--- src/rtl/mahbe_master_arb_if.sv ---
// Bus bundle between the TX/RX DMA channels, the arbiter and the system AHB master port.
// The master modport is the arbiter's view; the slave modport is the surrounding environment's view.
interface mahbe_master_arb_if;
  logic        m0_hbusreq;
  logic        m1_hbusreq;
  logic [1:0]  m0_htrans;
  logic [1:0]  m1_htrans;
  logic [29:0] m0_haddr;
  logic [29:0] m1_haddr;
  logic        m0_hwrite;
  logic        m1_hwrite;
  logic [31:0] m0_hwdata;
  logic [31:0] m1_hwdata;
  logic        m0_hgrant;
  logic        m1_hgrant;
  logic        m_hready;
  logic [1:0]  m_hresp;
  logic [31:0] m_hrdata;
  logic        HBUSREQ;
  logic        HGRANT;
  logic [1:0]  HTRANS;
  logic [29:0] HADDR;
  logic        HWRITE;
  logic [31:0] HWDATA;
  logic        HREADY;
  logic [1:0]  HRESP;
  logic [31:0] HRDATA;
  logic [1:0]  owner;

  modport master (
    input  m0_hbusreq, m1_hbusreq, m0_htrans, m1_htrans, m0_haddr, m1_haddr,
           m0_hwrite, m1_hwrite, m0_hwdata, m1_hwdata, HGRANT, HREADY, HRESP, HRDATA,
    output m0_hgrant, m1_hgrant, m_hready, m_hresp, m_hrdata, HBUSREQ,
           HTRANS, HADDR, HWRITE, HWDATA, owner
  );

  modport slave (
    output m0_hbusreq, m1_hbusreq, m0_htrans, m1_htrans, m0_haddr, m1_haddr,
           m0_hwrite, m1_hwrite, m0_hwdata, m1_hwdata, HGRANT, HREADY, HRESP, HRDATA,
    input  m0_hgrant, m1_hgrant, m_hready, m_hresp, m_hrdata, HBUSREQ,
           HTRANS, HADDR, HWRITE, HWDATA, owner
  );
endinterface

--- src/rtl/mahbe_master_arb.sv ---
// Two-channel AHB master arbiter sharing one system master port between TX (M0) and RX (M1) DMA.
// Optional macro MAHBE_ARB_RR_EN: round-robin ties and symmetric hold-based hand-over.
module mahbe_master_arb #(
  parameter int unsigned HOLD_MAX = 16
) (
  input logic                 HCLK,
  input logic                 HRESETn,
  mahbe_master_arb_if.master  bus
);

  localparam logic [1:0] HT_IDLE   = 2'b00;
  localparam logic [1:0] HT_BUSY   = 2'b01;
  localparam logic [1:0] HT_NONSEQ = 2'b10;
  localparam logic [1:0] HT_SEQ    = 2'b11;
  localparam logic [7:0] HOLD_LIM  = 8'(HOLD_MAX);

  typedef enum logic [1:0] {PARK = 2'd0, G0 = 2'd1, G1 = 2'd2} state_t;

  state_t      state_reg;
  state_t      state_next;
  logic [7:0]  hold_cnt_reg;
  logic        a_own_reg;
  logic        a_val_reg;
  logic        d_own_reg;
  logic        d_val_reg;

  logic [1:0]  req;
  logic [1:0]  locked;
  logic [1:0]  ch_htrans [2];
  logic        hold_full;
  logic        hand_0;
  logic        hand_1;
  logic        tie_to_g1;
  logic        other_req;
  logic [1:0]  htrans_out;

  assign req          = {bus.m1_hbusreq, bus.m0_hbusreq};
  assign ch_htrans[0] = bus.m0_htrans;
  assign ch_htrans[1] = bus.m1_htrans;

  // A channel in the middle of a burst (SEQ/BUSY) must keep the bus.
  for (genvar gi = 0; gi < 2; gi++) begin : g_ch
    assign locked[gi] = (ch_htrans[gi] == HT_SEQ) || (ch_htrans[gi] == HT_BUSY);
  end

  assign hold_full = (hold_cnt_reg == HOLD_LIM);
  assign hand_1    = hold_full && req[0];
  assign other_req = (state_reg == G0) ? req[1] : req[0];

`ifdef MAHBE_ARB_RR_EN
  logic last_reg;
  assign hand_0    = hold_full && req[1];
  assign tie_to_g1 = !last_reg;
`else
  assign hand_0    = req[1];
  assign tie_to_g1 = 1'b1;
`endif

  always_comb begin
    state_next = state_reg;
    unique case (state_reg)
      PARK: begin
        if (req[0] && req[1]) state_next = tie_to_g1 ? G1 : G0;
        else if (req[1])      state_next = G1;
        else if (req[0])      state_next = G0;
      end
      G0: begin
        if (!req[0])                   state_next = req[1] ? G1 : PARK;
        else if (hand_0 && !locked[0]) state_next = G1;
      end
      G1: begin
        if (!req[1])                   state_next = req[0] ? G0 : PARK;
        else if (hand_1 && !locked[1]) state_next = G0;
      end
      default: state_next = PARK;
    endcase
  end

  assign htrans_out = a_val_reg ? (a_own_reg ? bus.m1_htrans : bus.m0_htrans) : HT_IDLE;

  // Every register is frozen while the system slave inserts wait states.
  always_ff @(posedge HCLK or negedge HRESETn) begin
    if (!HRESETn) begin
      state_reg    <= PARK;
      hold_cnt_reg <= '0;
      a_own_reg    <= 1'b0;
      a_val_reg    <= 1'b0;
      d_own_reg    <= 1'b0;
      d_val_reg    <= 1'b0;
`ifdef MAHBE_ARB_RR_EN
      last_reg     <= 1'b1;
`endif
    end else if (bus.HREADY) begin
      a_own_reg <= (state_reg == G1);
      a_val_reg <= (state_reg != PARK) && bus.HGRANT;
      d_own_reg <= a_own_reg;
      d_val_reg <= a_val_reg && ((htrans_out == HT_NONSEQ) || (htrans_out == HT_SEQ));
      if (state_next != state_reg) begin
        state_reg    <= state_next;
        hold_cnt_reg <= '0;
`ifdef MAHBE_ARB_RR_EN
        if (state_next != PARK) last_reg <= (state_next == G1);
`endif
      end else if ((state_reg != PARK) && other_req && !hold_full) begin
        hold_cnt_reg <= hold_cnt_reg + 8'd1;
      end
    end
  end

  assign bus.HBUSREQ   = req[0] | req[1];
  assign bus.m0_hgrant = (state_reg == G0) && bus.HGRANT;
  assign bus.m1_hgrant = (state_reg == G1) && bus.HGRANT;
  assign bus.HTRANS    = htrans_out;
  assign bus.HADDR     = a_own_reg ? bus.m1_haddr  : bus.m0_haddr;
  assign bus.HWRITE    = a_own_reg ? bus.m1_hwrite : bus.m0_hwrite;
  assign bus.HWDATA    = d_val_reg ? (d_own_reg ? bus.m1_hwdata : bus.m0_hwdata) : 32'd0;
  assign bus.owner     = {d_val_reg, d_own_reg};
  assign bus.m_hready  = bus.HREADY;
  assign bus.m_hresp   = bus.HRESP;
  assign bus.m_hrdata  = bus.HRDATA;

endmodule

--- src/flat_wrapper.sv ---
// flat-port wrapper written by rule: the top's interface ports become plain ports
module mahbe_master_arb_flat 
#(
  parameter int unsigned HOLD_MAX = 16
)
  (HCLK, HRESETn, bus_m0_hbusreq, bus_m1_hbusreq, bus_m0_htrans, bus_m1_htrans, bus_m0_haddr, bus_m1_haddr, bus_m0_hwrite, bus_m1_hwrite, bus_m0_hwdata, bus_m1_hwdata, bus_HGRANT, bus_HREADY, bus_HRESP, bus_HRDATA, bus_m0_hgrant, bus_m1_hgrant, bus_m_hready, bus_m_hresp, bus_m_hrdata, bus_HBUSREQ, bus_HTRANS, bus_HADDR, bus_HWRITE, bus_HWDATA, bus_owner);
  mahbe_master_arb_if bus_i ();
  input logic HCLK;
  input logic HRESETn;
  input wire logic [$bits(bus_i.m0_hbusreq)-1:0] bus_m0_hbusreq;
  input wire logic [$bits(bus_i.m1_hbusreq)-1:0] bus_m1_hbusreq;
  input wire logic [$bits(bus_i.m0_htrans)-1:0] bus_m0_htrans;
  input wire logic [$bits(bus_i.m1_htrans)-1:0] bus_m1_htrans;
  input wire logic [$bits(bus_i.m0_haddr)-1:0] bus_m0_haddr;
  input wire logic [$bits(bus_i.m1_haddr)-1:0] bus_m1_haddr;
  input wire logic [$bits(bus_i.m0_hwrite)-1:0] bus_m0_hwrite;
  input wire logic [$bits(bus_i.m1_hwrite)-1:0] bus_m1_hwrite;
  input wire logic [$bits(bus_i.m0_hwdata)-1:0] bus_m0_hwdata;
  input wire logic [$bits(bus_i.m1_hwdata)-1:0] bus_m1_hwdata;
  input wire logic [$bits(bus_i.HGRANT)-1:0] bus_HGRANT;
  input wire logic [$bits(bus_i.HREADY)-1:0] bus_HREADY;
  input wire logic [$bits(bus_i.HRESP)-1:0] bus_HRESP;
  input wire logic [$bits(bus_i.HRDATA)-1:0] bus_HRDATA;
  output wire logic [$bits(bus_i.m0_hgrant)-1:0] bus_m0_hgrant;
  output wire logic [$bits(bus_i.m1_hgrant)-1:0] bus_m1_hgrant;
  output wire logic [$bits(bus_i.m_hready)-1:0] bus_m_hready;
  output wire logic [$bits(bus_i.m_hresp)-1:0] bus_m_hresp;
  output wire logic [$bits(bus_i.m_hrdata)-1:0] bus_m_hrdata;
  output wire logic [$bits(bus_i.HBUSREQ)-1:0] bus_HBUSREQ;
  output wire logic [$bits(bus_i.HTRANS)-1:0] bus_HTRANS;
  output wire logic [$bits(bus_i.HADDR)-1:0] bus_HADDR;
  output wire logic [$bits(bus_i.HWRITE)-1:0] bus_HWRITE;
  output wire logic [$bits(bus_i.HWDATA)-1:0] bus_HWDATA;
  output wire logic [$bits(bus_i.owner)-1:0] bus_owner;
  assign bus_i.m0_hbusreq = bus_m0_hbusreq;
  assign bus_i.m1_hbusreq = bus_m1_hbusreq;
  assign bus_i.m0_htrans = bus_m0_htrans;
  assign bus_i.m1_htrans = bus_m1_htrans;
  assign bus_i.m0_haddr = bus_m0_haddr;
  assign bus_i.m1_haddr = bus_m1_haddr;
  assign bus_i.m0_hwrite = bus_m0_hwrite;
  assign bus_i.m1_hwrite = bus_m1_hwrite;
  assign bus_i.m0_hwdata = bus_m0_hwdata;
  assign bus_i.m1_hwdata = bus_m1_hwdata;
  assign bus_i.HGRANT = bus_HGRANT;
  assign bus_i.HREADY = bus_HREADY;
  assign bus_i.HRESP = bus_HRESP;
  assign bus_i.HRDATA = bus_HRDATA;
  assign bus_m0_hgrant = bus_i.m0_hgrant;
  assign bus_m1_hgrant = bus_i.m1_hgrant;
  assign bus_m_hready = bus_i.m_hready;
  assign bus_m_hresp = bus_i.m_hresp;
  assign bus_m_hrdata = bus_i.m_hrdata;
  assign bus_HBUSREQ = bus_i.HBUSREQ;
  assign bus_HTRANS = bus_i.HTRANS;
  assign bus_HADDR = bus_i.HADDR;
  assign bus_HWRITE = bus_i.HWRITE;
  assign bus_HWDATA = bus_i.HWDATA;
  assign bus_owner = bus_i.owner;
  mahbe_master_arb #(.HOLD_MAX(HOLD_MAX)) u_core (.HCLK(HCLK), .HRESETn(HRESETn), .bus(bus_i));
endmodule
--- config.mk ---
export PLATFORM = sky130hd
export DESIGN_NAME = mahbe_master_arb_flat
export DESIGN_NICKNAME = d
export VERILOG_FILES = /design/src/rtl/mahbe_master_arb_if.sv /design/src/rtl/mahbe_master_arb.sv /design/src/flat_wrapper.sv
export SDC_FILE = /design/constraint.sdc
export NUM_CORES = 1
export LEC_CHECK = 0
export ABC_AREA = 1
export ABC_CLOCK_PERIOD_IN_PS = 2100
export CORE_AREA = 2 2 108 110
export CTS_BUF_LIST = sky130_fd_sc_hd__clkbuf_16
export DETAILED_ROUTE_END_ITERATION = 16
export DIE_AREA = 0 0 110 112
export GPL_TIMING_DRIVEN = 0
export SETUP_SLACK_MARGIN = 0.2
export SYNTH_ARGS = -nofsm -noshare
export SYNTH_HDL_FRONTEND = slang
export SYNTH_SLANG_ARGS = --single-unit
--- constraint.sdc ---
create_clock -name HCLK -period 2.1 [get_ports HCLK]
set_input_delay 0.315 -clock HCLK [delete_from_list [all_inputs] [get_ports HCLK]]
set_output_delay 0.315 -clock HCLK [all_outputs]
set_load 0.01 [all_outputs]
* After elaboration in Yosys (flattened, before gate mapping)
Index checks and enable logic that the tools add are counted.
** Storage, ports and cells
- Flip-flop bits (word level) :: 14
- Input bits :: 170
- Word-level logic and storage cells :: 58
** Operators by class
- Add/sub/neg operators :: 1
- Equal/unequal tests :: 10
- Mux-type cells :: 19
- Bitwise gates (word level) :: 1
- Reductions and logical operators :: 21
** Operators by type and width (count)
- two-way mux 32 bit :: 2
- two-way mux 30 bit :: 1
- two-way mux 2 bit :: 10
- two-way mux 8 bit :: 2
- equality test 2 bit, second input constant :: 5
- logical AND 1 bit :: 10
- adder 8 x 1 -> 8 bit, second input constant :: 1
- equality test 8 x 5 -> 1 bit, second input constant :: 1
- equality test 2 x 1 -> 1 bit, second input constant :: 3
- case mux 2 bit (3 select lines) :: 1
- AND reduction 2 bit :: 2
- nonzero test 2 bit :: 2
- logical NOT 1 bit :: 3
- logical OR 1 bit :: 3
- two-way mux 1 bit :: 3
- logical NOT 2 bit :: 1
- inequality test 2 bit :: 1
- OR 1 bit :: 1

* Depth between registers and ports, before layout
- Depth after elaboration :: 10
- Mapped depth :: 13
- Mapped depth without buffers :: 13

* Worst setup path after synthesis
OpenSTA, ideal clock, no wires.
- Kind :: register to register
- From :: reg u_core.hold_cnt_reg[0]
- To :: reg u_core.state_reg[1]
- Library setup time :: 0.119 ns
- Arrival time :: 1.441 ns
- Slack :: 0.540 ns
- Cell stages (with the launch flop) :: 14
- Buffers on the path :: 0
- Period minus slack after synthesis :: 1.560 ns
- Cells stage by stage :: dfrtp_1 > inv_1 > ha_1 > clkinv_4 > nor2_2 > nand3_2 > nand2_4 > nand2_4 > nand3_4 > nand2_4 > nand2_4 > nand2_4 > nand2_1 > o21ai_2
** Between the ends
- Word-level cells in the longest chain between the ends :: 8
** Ends and longest elaborated chain
- from (decl) :: RTL line mahbe_master_arb.sv:21 : logic [7:0] hold_cnt_reg;
- from (signal assigned) :: RTL line mahbe_master_arb.sv:105 : hold_cnt_reg <= hold_cnt_reg + 8'd1;
- equality test 8 x 5 -> 1 bit (*) :: RTL line mahbe_master_arb.sv:46 : assign hold_full = (hold_cnt_reg == HOLD_LIM);
- logical AND 1 bit (*) :: RTL line mahbe_master_arb.sv:47 : assign hand_1 = hold_full && req[0];
- logical AND 1 bit (*) :: RTL line mahbe_master_arb.sv:73 : else if (hand_1 && !locked[1]) state_next = G0;
- two-way mux 2 bit (*) :: RTL line mahbe_master_arb.sv:73
- two-way mux 2 bit (*) :: RTL line mahbe_master_arb.sv:72 : if (!req[1]) state_next = req[0] ? G0 : PARK;
- case mux 2 bit (3 select lines) (*) :: RTL line mahbe_master_arb.sv:61 : unique case (state_reg)
- inequality test 2 bit :: RTL line mahbe_master_arb.sv:98 : if (state_next != state_reg) begin
- AND reduction 2 bit (no source line)
- to (signal assigned) :: RTL line mahbe_master_arb.sv:99 : state_reg <= state_next;
- to (decl) :: RTL line mahbe_master_arb.sv:19 : state_t state_reg;
Every way passes the cells marked *; elsewhere a longest branch is shown, timed or not.
A chain may end at the register's enable or synchronous reset.

* Final worst setup path
- From :: in bus_m1_hbusreq
- To :: out bus_HBUSREQ
** Between the ends
- Word-level cells in the longest chain between the ends :: 1
** Ends and longest elaborated chain
- from (decl) :: RTL line flat_wrapper.sv:11 : input wire logic [$bits(bus_i.m1_hbusreq)-1:0] bus_m1_hbusreq;
- OR 1 bit :: RTL line mahbe_master_arb.sv:110 : assign bus.HBUSREQ = req[0] | req[1];
- to (decl) :: RTL line flat_wrapper.sv:29 : output wire logic [$bits(bus_i.HBUSREQ)-1:0] bus_HBUSREQ;
Every way passes these cells.

==> flow_summary.toml <==
[route]
totalWireLength_um = 9550
vias = 3178
met2_length_um = 4970
highest-signal-layer = "met4"
antenna_violating_nets_left = 0
wirelength_met1_um = 3480
post_drt_wl_per_cell_um = 12.4
drt_first_iter_violations = 98
drtPass1Iterations = 4
met3_length_um = 986
drc = 0
per_cell_via_count_in_the_routed_design = 4.14

[worst_setup_path]
worstPathRequired_ps = 1780
critPathKind = "in -> out"
crit_buf_inv = 3
timing.critical_path.cells = "clkdlybuf4s50_1, nor2_2, inv_1, clkdlybuf4s50_1"
crit_path_max_incr_delay_ps = 560
cp_data_arrival_time_ps = 1530
worst-path-max-fanout = 4
crit_slowest_cell = "clkdlybuf4s50_1"
worstSetupStartpointType = "input pin"
critPathMostFrequentCell = "clkdlybuf4s50_1"
cpLargestDelayFamily = "buffers and inverters"
setup.worst_path.end_class = "output port"

[clock_tree]
postCtsHoldBufs = 0
tritoncts = "built"
clock_path_buffers = 2
clk_latency_ps = 240
clk_transition_reported_paths_ps = 50
cts_htree_levels = 1
tritoncts.num_buffers = 3
cts_sinks = 14
clock-root-buffer = "clkbuf_16"

[die]
starting_density = 0.190
floorplan.rows = 39
core_area_um2 = 11200
dieArea_um2 = 12300
die_width_um = 110
die_y_um = 112
io_pins = 275

[cells_and_area]
num_antenna_cells = 0
number_of_flip_flops_in_the_largest_register = 8
layout-drive-gt1-share = 0.142
mostFrequentLayoutCells = "174 x clkdlybuf4s50_1, 133 x nand2_1, 73 x nor2_1"
num-fill-cells = 1170
cell_area_after_layout_um2 = 4820
fin_nets = 798
most_frequent_standard_cell_in_the_layout_excluding_fill_and_tap_cells = "clkdlybuf4s50_1"
area_growth_pct = 128

[logic_synthesis]
synthXorXnorAreaFrac = 0.0207
synthAdderAreaFrac = 0.0118
postSynth.topFlopCell = "dfrtp_1"
combinational_family_with_the_most_area_after_synthesis = "simple AND/OR/NAND/NOR gates"
synth_fp_nets = 552
yosysSeqAreaShare = 0.165
asr_flop_ratio_synth = 1.00
mean_instance_size_in_the_synthesized_netlist_um2 = 5.57
synth.mux.area_fraction = 0
synth-edff-count = 0
yosysUniqueCellTypes = 30
synth-simple-area-share = 0.479
syn_inst = 380
syn-cell-area_um2 = 2120
number_of_flip_flops_and_latches_in_the_synthesized_netlist = 14
synth-compound-area-share = 0.112
ys.warnings.count = 0

[placement]
pre_cts_ws_ps = -140
placed_area_um2 = 4700
dp_hpwl_um = 8270
port_buffers = 240
routabilityCongestion = 0.875

[power_and_ir_drop]
design_power_total_mw = 3.22
power.leakage_nw = 2.52
max-vdd-ir-drop_mv = 0.354
cell_area_power_density_nw_per_um2 = 668

[global_routing]
gr-total-overflow = 0
grt_antenna_before_repair = 0
grt_pass1_wl_um = 13900
vias_in_the_first_global_route = 2999
groute.usage.overall = 0.140
largest_net_degree_at_the_start_of_global_routing = 15

[timing]
fin_crit_sh = 0.881
grt_setup_unrepaired = "false"
worst_slew_pin_slew_ps = 654
finalHoldViolations = 0
timing.fmax_ghz = 0.541
worst_slew_margin_rel = 0.562
setup_violations = 0
period_needed_ps = 1850
final_critical_path_setup_slack_ps = 251
fin_setup_tns_ps = 0
final_max_slew_viols = 0
timing.clock.skew_ps = 2.78

[worst_hold_path]
min_path_type = "in -> async"

[status]
run_status = "complete, no violations"

[run]
drv.max_cap_violation_count = 0
-- repair_timing --
item	CTS	global route
resized for setup	103	7
cloned	0	0
setup endpoints to repair	67	5
buffers inserted	1	0
-- path summary, 6_finish.rpt --
kind	start	end	slack, ps	depth (start not counted)
setup / recovery	bus_m1_hbusreq	bus_HBUSREQ	250	4
hold reg to reg	u_core.hold_cnt_reg[6]	u_core.hold_cnt_reg[6]	500	2
setup reg to reg	u_core.hold_cnt_reg[0]	u_core.hold_cnt_reg[5]	410	13
min in group HCLK	u_core.hold_cnt_reg[6]	u_core.hold_cnt_reg[6]	500	2
max in group asynchronous	HRESETn	u_core.d_own_reg	1160	1
hold / removal	HRESETn	u_core.a_val_reg	480	1
-- power by group --
group	switching [mW]	internal, mW
Clock	0.107	0.251
Combinational	1.29	1.18
Sequential	0.0662	0.326
Total	1.46	1.76
-- through the flow --
stage	utilization	cells	hold slack, ps
4_1_cts	0.430	768	502
2_1_floorplan	-	380	19.4
6_report	0.431	768	479
3_3_place_gp	0.421	763	456
3_5_place_dp	0.421	763	491
5_1_grt	0.431	768	512
-- cells in the mapped netlist, types with 2 or more instances --
master      n  share of area
clkbuf_1   13          0.023
nand2_1   133           0.24
nand4_1     5          0.015
dfrtp_1    14           0.17
buf_4      37           0.13
inv_2       4         0.0071
xor2_1      5          0.021
nand3_1     5          0.012
nand3_2     2         0.0095
o21ai_2     2         0.0083
inv_1      18          0.032
a21oi_2     2         0.0083
nor2_2      4          0.012
nor2_1     74           0.13
clkinv_1    2         0.0035
nand2_4     6          0.032
ha_1        2          0.012
buf_1       3         0.0053
o21ai_0    36          0.085
nor2_4      2          0.011
o21ai_1     2         0.0047
-- cell families (layout without fill, tap and decap cells) --
| logic type | after synthesis | in the layout |
|---|---|---|
| AND/OR/NAND/NOR | 236 | 236 |
| buffers and inverters | 79 | 324 |
| AO/OA/AOI/OAI | 44 | 44 |
| flip-flops | 14 | 14 |
| XOR/XNOR | 5 | 5 |
| adder cells (fa/ha/maj) | 2 | 2 |
-- routing by layer --
layer	vias up	global-route usage
li1	1629	-
met1	1388	0.146
met2	152	0.274
met3	9	0.0351
met4	0	0.0253
met5	-	0
-- layout make-up --
class                      instances  area [um2]  area share
buffer                            54         438      0.0909
sequential                        14         353      0.0732
clock inverter                     1        3.75    0.000779
timing repair buffer             241        2340       0.486
clock buffer                       3        75.1      0.0156
tap                              143         179      0.0371
inverter                          25         106      0.0221
multi-input combinational        287        1320       0.274
-- worst reg2reg max path, cell delays in order (launching register included) --
cell      delay (ps)
dfrtp_1          390
inv_1            110
ha_1             210
clkinv_4          50
nor2_2           140
nand3_2          110
nand2_4           90
nand2_4           60
nand3_4           70
nand2_4           60
nand3_2           70
nand2_4           80
nand2_1           80
nand2_1           50
(Power assumes the default switching activity.)
